## config.mk

```make
export PLATFORM = sky130hd
export DESIGN_NAME = instr_fetch_flat
export DESIGN_NICKNAME = d
export VERILOG_FILES = /design/src/rtl/instr_fetch_if.sv /design/src/rtl/instr_fetch.sv /design/src/flat_wrapper.sv
export SDC_FILE = /design/constraint.sdc
export NUM_CORES = 1
export LEC_CHECK = 0
export ABC_AREA = 1
export CAP_MARGIN = 20
export CORE_MARGIN = 1.5
export CORE_UTILIZATION = 47
export CTS_CLUSTER_SIZE = 28
export DETAILED_ROUTE_END_ITERATION = 10
export GPL_TIMING_DRIVEN = 0
export PLACE_DENSITY = 0.83
export SLEW_MARGIN = 20
export SYNTH_ARGS = -nofsm -noshare
export SYNTH_HDL_FRONTEND = slang
export SYNTH_SLANG_ARGS = --single-unit
```

## constraint.sdc

```tcl
create_clock -name clk -period 4.3 [get_ports clk]
set_clock_uncertainty 0.1 [all_clocks]
set_input_delay 0.645 -clock clk [delete_from_list [all_inputs] [get_ports clk]]
set_output_delay 0.645 -clock clk [all_outputs]
set_load 0.02 [all_outputs]
```

## src/rtl/instr_fetch_if.sv

```systemverilog
`default_nettype none
// ============================================================================
// Module   : instr_fetch_if
// Brief    : ROM, redirect and decode handshake bundle for the fetch stage.
// Revision : 1.0 - initial release
// ============================================================================
interface instr_fetch_if #(
    parameter int ADDR_W  = 6,
    parameter int INSTR_W = 26
);
    logic [ADDR_W-1:0]  rom_addr;
    logic [INSTR_W-1:0] rom_data;
    logic               redirect_vld;
    logic [ADDR_W-1:0]  redirect_pc;
    logic [INSTR_W-1:0] instr;
    logic [ADDR_W-1:0]  instr_pc;
    logic               instr_vld;
    logic               instr_rdy;

    // master = fetch stage, slave = ROM/branch unit/decode side
    modport master (
        output rom_addr, instr, instr_pc, instr_vld,
        input  rom_data, redirect_vld, redirect_pc, instr_rdy
    );
    modport slave (
        input  rom_addr, instr, instr_pc, instr_vld,
        output rom_data, redirect_vld, redirect_pc, instr_rdy
    );
endinterface
`default_nettype wire

```

## src/rtl/instr_fetch.sv

```systemverilog
`default_nettype none
// ============================================================================
// Module   : instr_fetch
// Brief    : PC owner and one-entry output register feeding decode.
// Revision : 1.0 - initial release
// ============================================================================
module instr_fetch #(
    parameter int ADDR_W   = 6,
    parameter int INSTR_W  = 26,
    parameter int RESET_PC = 0,
    parameter int LAST_PC  = 63,
    parameter int WRAP     = 0
) (
    input  wire logic       clk,
    input  wire logic       rst_n,
    input  wire logic       start,
    instr_fetch_if.master   bus,
    output logic            done,
    output logic [7:0]      fetch_cnt
);
    localparam logic [1:0] c_IDLE = 2'd0;
    localparam logic [1:0] c_RUN  = 2'd1;
    localparam logic [1:0] c_DONE = 2'd2;

    localparam logic [ADDR_W-1:0] c_RESET_PC = ADDR_W'(RESET_PC);
    localparam logic [ADDR_W-1:0] c_LAST_PC  = ADDR_W'(LAST_PC);

    logic [1:0]         r_state;
    logic [1:0]         w_state_nxt;
    logic [ADDR_W-1:0]  r_pc;
    logic [INSTR_W-1:0] r_instr;
    logic [ADDR_W-1:0]  r_instr_pc;
    logic               r_instr_vld;
    logic [7:0]         r_fetch_cnt;

    logic               w_redir;
    logic               w_hs;
    logic               w_cap;
    logic               w_at_last;
    logic [ADDR_W-1:0]  w_redir_pc;
    logic [ADDR_W-1:0]  w_pc_inc;

    assign w_redir    = bus.redirect_vld && (r_state != c_IDLE);
    assign w_hs       = r_instr_vld && bus.instr_rdy;
    assign w_cap      = (r_state == c_RUN) && !bus.redirect_vld && (!r_instr_vld || bus.instr_rdy);
    assign w_at_last  = (r_pc == c_LAST_PC);
    assign w_redir_pc = (bus.redirect_pc > c_LAST_PC) ? c_LAST_PC : bus.redirect_pc;
    // Without wrap the PC parks on the last address once it has been fetched
    assign w_pc_inc   = !w_at_last ? (r_pc + ADDR_W'(1)) :
                        (WRAP != 0) ? c_RESET_PC : r_pc;

    always_ff @(posedge clk or negedge rst_n) begin
        if (!rst_n) begin
            r_state <= c_IDLE;
        end else begin
            r_state <= w_state_nxt;
        end
    end

    always_comb begin
        w_state_nxt = r_state;
        case (r_state)
            c_IDLE: if (start) w_state_nxt = c_RUN;
            c_RUN:  if (w_cap && w_at_last && (WRAP == 0)) w_state_nxt = c_DONE;
            c_DONE: if (bus.redirect_vld) w_state_nxt = c_RUN;
            default: w_state_nxt = c_IDLE;
        endcase
    end

    always_comb begin
        done         = (r_state == c_DONE) && !r_instr_vld;
        bus.rom_addr = r_pc;
        bus.instr    = r_instr;
        bus.instr_pc = r_instr_pc;
        bus.instr_vld = r_instr_vld;
        fetch_cnt    = r_fetch_cnt;
    end

    always_ff @(posedge clk or negedge rst_n) begin
        if (!rst_n) begin
            r_pc        <= c_RESET_PC;
            r_instr     <= '0;
            r_instr_pc  <= '0;
            r_instr_vld <= 1'b0;
        end else if (w_redir) begin
            r_pc        <= w_redir_pc;
            r_instr_vld <= 1'b0;
        end else if (w_cap) begin
            r_instr     <= bus.rom_data;
            r_instr_pc  <= r_pc;
            r_instr_vld <= 1'b1;
            r_pc        <= w_pc_inc;
        end else if (w_hs) begin
            r_instr_vld <= 1'b0;
        end
    end

    // Handshakes count even when a redirect squashes the register that cycle
    always_ff @(posedge clk or negedge rst_n) begin
        if (!rst_n) begin
            r_fetch_cnt <= 8'd0;
        end else if (w_hs && (r_fetch_cnt != 8'hFF)) begin
            r_fetch_cnt <= r_fetch_cnt + 8'd1;
        end
    end
endmodule
`default_nettype wire
```

## src/flat_wrapper.sv

```systemverilog
// flat-port wrapper written by rule: the top's interface ports become plain ports
module instr_fetch_flat 
#(
    parameter int ADDR_W   = 6,
    parameter int INSTR_W  = 26,
    parameter int RESET_PC = 0,
    parameter int LAST_PC  = 63,
    parameter int WRAP     = 0
)
  (clk, rst_n, start, done, fetch_cnt, bus_rom_addr, bus_instr, bus_instr_pc, bus_instr_vld, bus_rom_data, bus_redirect_vld, bus_redirect_pc, bus_instr_rdy);
  instr_fetch_if #(.ADDR_W(ADDR_W), .INSTR_W(INSTR_W)) bus_i ();
  input  wire logic clk;
  input  wire logic rst_n;
  input  wire logic start;
  output logic done;
  output logic [7:0] fetch_cnt;
  output wire logic [$bits(bus_i.rom_addr)-1:0] bus_rom_addr;
  output wire logic [$bits(bus_i.instr)-1:0] bus_instr;
  output wire logic [$bits(bus_i.instr_pc)-1:0] bus_instr_pc;
  output wire logic [$bits(bus_i.instr_vld)-1:0] bus_instr_vld;
  input wire logic [$bits(bus_i.rom_data)-1:0] bus_rom_data;
  input wire logic [$bits(bus_i.redirect_vld)-1:0] bus_redirect_vld;
  input wire logic [$bits(bus_i.redirect_pc)-1:0] bus_redirect_pc;
  input wire logic [$bits(bus_i.instr_rdy)-1:0] bus_instr_rdy;
  assign bus_rom_addr = bus_i.rom_addr;
  assign bus_instr = bus_i.instr;
  assign bus_instr_pc = bus_i.instr_pc;
  assign bus_instr_vld = bus_i.instr_vld;
  assign bus_i.rom_data = bus_rom_data;
  assign bus_i.redirect_vld = bus_redirect_vld;
  assign bus_i.redirect_pc = bus_redirect_pc;
  assign bus_i.instr_rdy = bus_instr_rdy;
  instr_fetch #(.ADDR_W(ADDR_W), .INSTR_W(INSTR_W), .RESET_PC(RESET_PC), .LAST_PC(LAST_PC), .WRAP(WRAP)) u_core (.clk(clk), .rst_n(rst_n), .start(start), .bus(bus_i), .done(done), .fetch_cnt(fetch_cnt));
endmodule
```

; ---- Word level (Yosys, flattened, before mapping)
; Cells that the tools add are included.
[word_totals]
ff_bits = 49
latchBits = 0
ramBits = 0
romBits = 0
inputBits = 37
out_inout_bits = 48
elab_cells = 46
mem_count = 0
[classes]
addsub = 2
mul = 0
div_mod_pow = 0
magnitude_cmp = 1
n_eq_ne = 8
shift = 0
n_mux = 11
n_bitwise = 1
reduce_logical = 17
[op_table]
columns = cell, n
row1 = 6-bit 2-to-1 mux, 4
row2 = "8-bit by 1-bit adder with 8-bit output, second input constant", 1
row3 = "8-bit inequality test, second input constant", 1
row4 = 1-bit logical AND, 7
row5 = "6-bit by 1-bit adder with 6-bit output, second input constant", 1
row6 = "6-bit equality test, second input constant", 1
row7 = "6-bit greater-than comparator, second input constant", 1
row8 = 2-bit 2-to-1 mux, 3
row9 = "2-bit inequality test, second input constant", 3
row10 = 2-bit one-hot mux with 3 select lines, 1
row11 = 2-bit AND reduction, 2
row12 = 2-bit nonzero test, 2
row13 = 1-bit 2-to-1 mux, 3
row14 = 3-bit AND reduction, 1
row15 = 3-bit nonzero test, 1
row16 = "2-bit by 1-bit equality test with 1-bit output, second input constant", 1
row17 = "2-bit equality test, second input constant", 1
row18 = 1-bit zero test, 2
row19 = 2-bit zero test, 1
row20 = "2-bit by 1-bit inequality test with 1-bit output, second input constant", 1
row21 = 1-bit logical OR, 1
row22 = 1-bit inverter, 1

; ---- Depth between registers and ports, before layout
[logic_depth]
depth_word = 6
ltp_mapped = 8
ltp_nobuf = 8

; ---- Worst setup path after synthesis
; No wires, ideal clock.
[synth_timing]
path_type = reg2out
from = register u_core.r_instr_vld, in the netlist u_core.bus.instr_vld
to = output done
arrival_time_ns = 0.982
required_ns = 3.555
slack_ns = 2.573
path_stages_with_launch = 2
path_buffers = 0
path_cell_list = dfrtp_1 > nor3_1
[synth_between]
elab_chain_cells = 2
[synth_lines]
columns = item, line_no
row1 = from (decl), instr_fetch.sv:33  ; logic r_instr_vld;
row2 = from (signal assigned), instr_fetch.sv:84  ; r_instr_vld <= 1'b0;
row3 = from (signal assigned), instr_fetch.sv:87  ; r_instr_vld <= 1'b0;
row4 = from (signal assigned), instr_fetch.sv:91  ; r_instr_vld <= 1'b1;
row5 = 1-bit zero test, instr_fetch.sv:71  ; done = (r_state == c_DONE) && !r_instr_vld;
row6 = 1-bit logical AND, instr_fetch.sv:71
row7 = to (decl), flat_wrapper.sv:15  ; output logic done;
; No other way between the ends.

; ---- Worst setup path in the final report
[layout_timing]
from = register u_core.r_state[1]
to = output done
[layout_between]
elab_chain_cells = 2
[layout_lines]
columns = item, line_no
row1 = from (decl), instr_fetch.sv:28  ; logic [1:0] r_state;
row2 = from (signal assigned), instr_fetch.sv:54  ; r_state <= c_IDLE;
row3 = from (signal assigned), instr_fetch.sv:56  ; r_state <= w_state_nxt;
row4 = 2-bit equality test, instr_fetch.sv:71
row5 = 1-bit logical AND, instr_fetch.sv:71
; No other way between the ends.

==> results.md <==
* Worst Path Class, Setup: reg2out
* Nets at 416
* Final Cycle Share at a little under three fifths
* Unique cell type count in the Yosys netlist at 24
* Vias in the first global route at ~2000
* Worst hold path type: in2async
* Post-synthesis register bit count at 49
* CP Data Required Time at between 3 and 4 ns
* Pin count of the biggest net entering global routing at 33
* Synth area leader: dfrtp_1
* Total CTS buffers at 5
* Post-DP HPWL at 3.93 mm
* Ant diodes at 0
* RSZ-0062 raised after global routing: no
* IO Pins at 85
* Layout fillers at between 300 and 400
* Post-Route WL at 5.24 mm
* Status: finished, final reports clean
* Avg WL per Cell at between 10 and 15 µm
* Largest cells by area after synthesis: dfrtp_1 (54%), nand2_1 (25%), inv_1 (3.5%)
* # hold bufs at CTS at 0
* Gate Count Post-Synth at between 200 and 300
* Sequential-to-total area share from yosys stat at a little over half
* Root Driver: clkbuf_8
* Main combinational cell family by area after synthesis: simple AND/OR/NAND/NOR gates
* Post-Place Worst Slack at roughly 2.2 ns
* Number of setup buffers added after CTS at 0
* Peak supply drop at about 0.00033 V
* Chip width at 72.5 µm
* Mapped Nets at ~320
* Worst setup margin at ~1.9 ns
* Adder-Cell Fraction of Synth Area at approximately 1.1%
* Row count at 25
* Maximum clock rate at between 400 and 500 MHz
* GRT Total Usage at a little over a fifth
* H-tree levels at 2
* Top cell type's share of synthesized area at between 50% and 60%
* Final setup violation count at 0
* Worst-margin pin slew at 0.429 ns
* Simple-Gate Fraction of Synth Area at between 30% and 40%
* First DRT Iteration DRCs at 56
* Synth Area in Compound Gates at under 10%
* Slew Limit Fails at 0
* Share of layout cells above drive strength 1 at 7.67%
* Layout Area Growth over Synthesis at 46.5%
* Initial antenna violation count at 0
* Via count at about 2100
* Final Util at between 70% and 80%
* MaxCap Viol Count at 0
* DR pass1 iterations at 4
* Worst-skew pair later-pin latency at approximately 0.30 ns
* I/O Buffers at 84
* TNS Setup at 0 ns
* Gr ovfl total at 0
* Worst-path fanout max at 5
* PostCTS Resize Cnt at 0
* CTS Sinks at 49
* Die ar. at between 0.005 and 0.006 mm²
* Core box area at around 0.0047 mm²
* Die Height at between 70 and 80 µm
* Yosys warns at 0
* Average cell area after synthesis at about 8 µm²
* Clk slew on worst S/H paths at 0.08 ns
* ANT nets after route at 0
* Critical Path AT at approximately 1.6 ns
* Slew margin rel. at a little under three quarters
* Post-synthesis mux area share at 0%
* Leak pwr at about 1.7 nW
* PwrDens at 651 mW/mm²
* # DRC at 0
* Crit start category: flop
* Final hold slack at 0.171 ns
* Layout Cells excl Fill at around 430
* Crit path time final at about 2.4 ns
* Routed vias/inst at slightly below 5
* Post-Synth XOR/XNOR Area at around 1.9%
* CTS tree: done
* GPL Wtd Cong at just under 0.9
* Placed insts at 424
* Clock Tree Buf Depth at 2
* First-pass GRT wire length at between 8 and 9 mm
* Synthesized area at approximately 0.0023 mm²
* Initial core utilization at around 48%
* Critical Path Sink Type: primary output
* Final Hold Viols at 0
==> where the power goes <==
part,switching [W],internal [W]
registers,0.000136,0.000630
logic,0.000547,0.000472
clock network,0.000151,0.000231
==> cell usage after synthesis <==
| master | instances |
|---|---|
| a21oi_1 | 1 |
| buf_2 | 3 |
| buf_4 | 1 |
| buf_6 | 4 |
| dfrtp_1 | 49 |
| ha_1 | 2 |
| inv_1 | 21 |
| inv_2 | 3 |
| nand2_1 | 154 |
| nand2_2 | 1 |
| nand3_1 | 14 |
| nand3_2 | 2 |
| nand4_1 | 3 |
| nor2_1 | 6 |
| nor2_2 | 3 |
| nor2_4 | 1 |
| nor3_1 | 2 |
| o211ai_1 | 1 |
| o21ai_0 | 2 |
| o21ai_1 | 5 |
| o21ai_2 | 1 |
| o21bai_1 | 1 |
| xnor2_1 | 3 |
| xor2_1 | 2 |
==> layout by cell type, fill, tap and decap left out, drive strengths merged <==
cell type / instances
xnor2: 3
nand4: 3
clkbuf: 5
nand2: 155
o21ai: 8
bufinv: 2
o21bai: 1
nor2: 10
o211ai: 1
nand3: 16
dfrtp: 49
nor3: 2
ha: 2
inv: 24
xor2: 2
a21oi: 1
clkinv: 1
buf: 10
clkdlybuf4s50: 83
==> per-layer routing <==
layer | vias up | share of wire [%] | track usage (%)
met3 | 4 | 5.3 | 4.58
met2 | 66 | 51 | 37.1
met4 | 0 | 1.3 | 6.92
met5 | - | 0 | 0
met1 | 963 | 42 | 25.2
li1 | 1054 | - | -
==> area by class of cell <==
class,count,area [µm²],area share [%]
inverters,24,90.1,2.71
clock buffers,5,68.8,2.07
clock inverters,3,65.1,1.95
multi-input cells,204,888,26.7
repair buffers,85,856,25.7
flip-flops and latches,49,1230,36.8
plain buffers,8,67.6,2.03
well taps,54,67.6,2.03
==> cells by family (layout without fill, tap and decap cells) <==
group	count (synthesis)	after routing
AOI/OAI and AO/OA	11	11
xor gates and xnor gates	5	5
adders and majority gates	2	2
buffers and inverters	32	125
DFF	49	49
and+or+nand+nor	186	186
==> sequential cells by signal (all words and copies together), names as in the netlist <==
register / cells
u_core.bus.rom_addr: 6
u_core.fetch_cnt: 8
u_core.bus.instr: 26
u_core.r_state: 2
u_core.bus.instr_pc: 6
u_core.bus.instr_vld: 1
==> stage by stage <==
stage	total power, W	area, µm²
6_report	0.00217	3330
2_1_floorplan	0.00132	2270
5_1_grt	0.00231	3330
3_5_place_dp	0.00180	3200
3_3_place_gp	0.00177	3180
4_1_cts	0.00219	3330
==> worst max-delay path: stages, from the launching register on <==
cell and delay, ns:
dfrtp_1 0.47, inv_1 0.09, nor3_1 0.13, clkdlybuf4s50_1 0.65
==> final timing paths <==
kind | start | slack (ns) | to | cells after the start
max | u_core.r_state[1] | 1.92 | done | 3
min | rst_n | 0.17 | u_core.bus.instr[22] | 1
max reg2reg | u_core.fetch_cnt[1] | 2.75 | u_core.fetch_cnt[3] | 8
min reg2reg | u_core.bus.instr[18] | 0.38 | u_core.bus.instr[18] | 2
max in group asynchronous | rst_n | 3.42 | u_core.bus.instr_pc[5] | 2
min in group clk | u_core.bus.instr[18] | 0.38 | u_core.bus.instr[18] | 2
(Power assumes the default switching activity.)
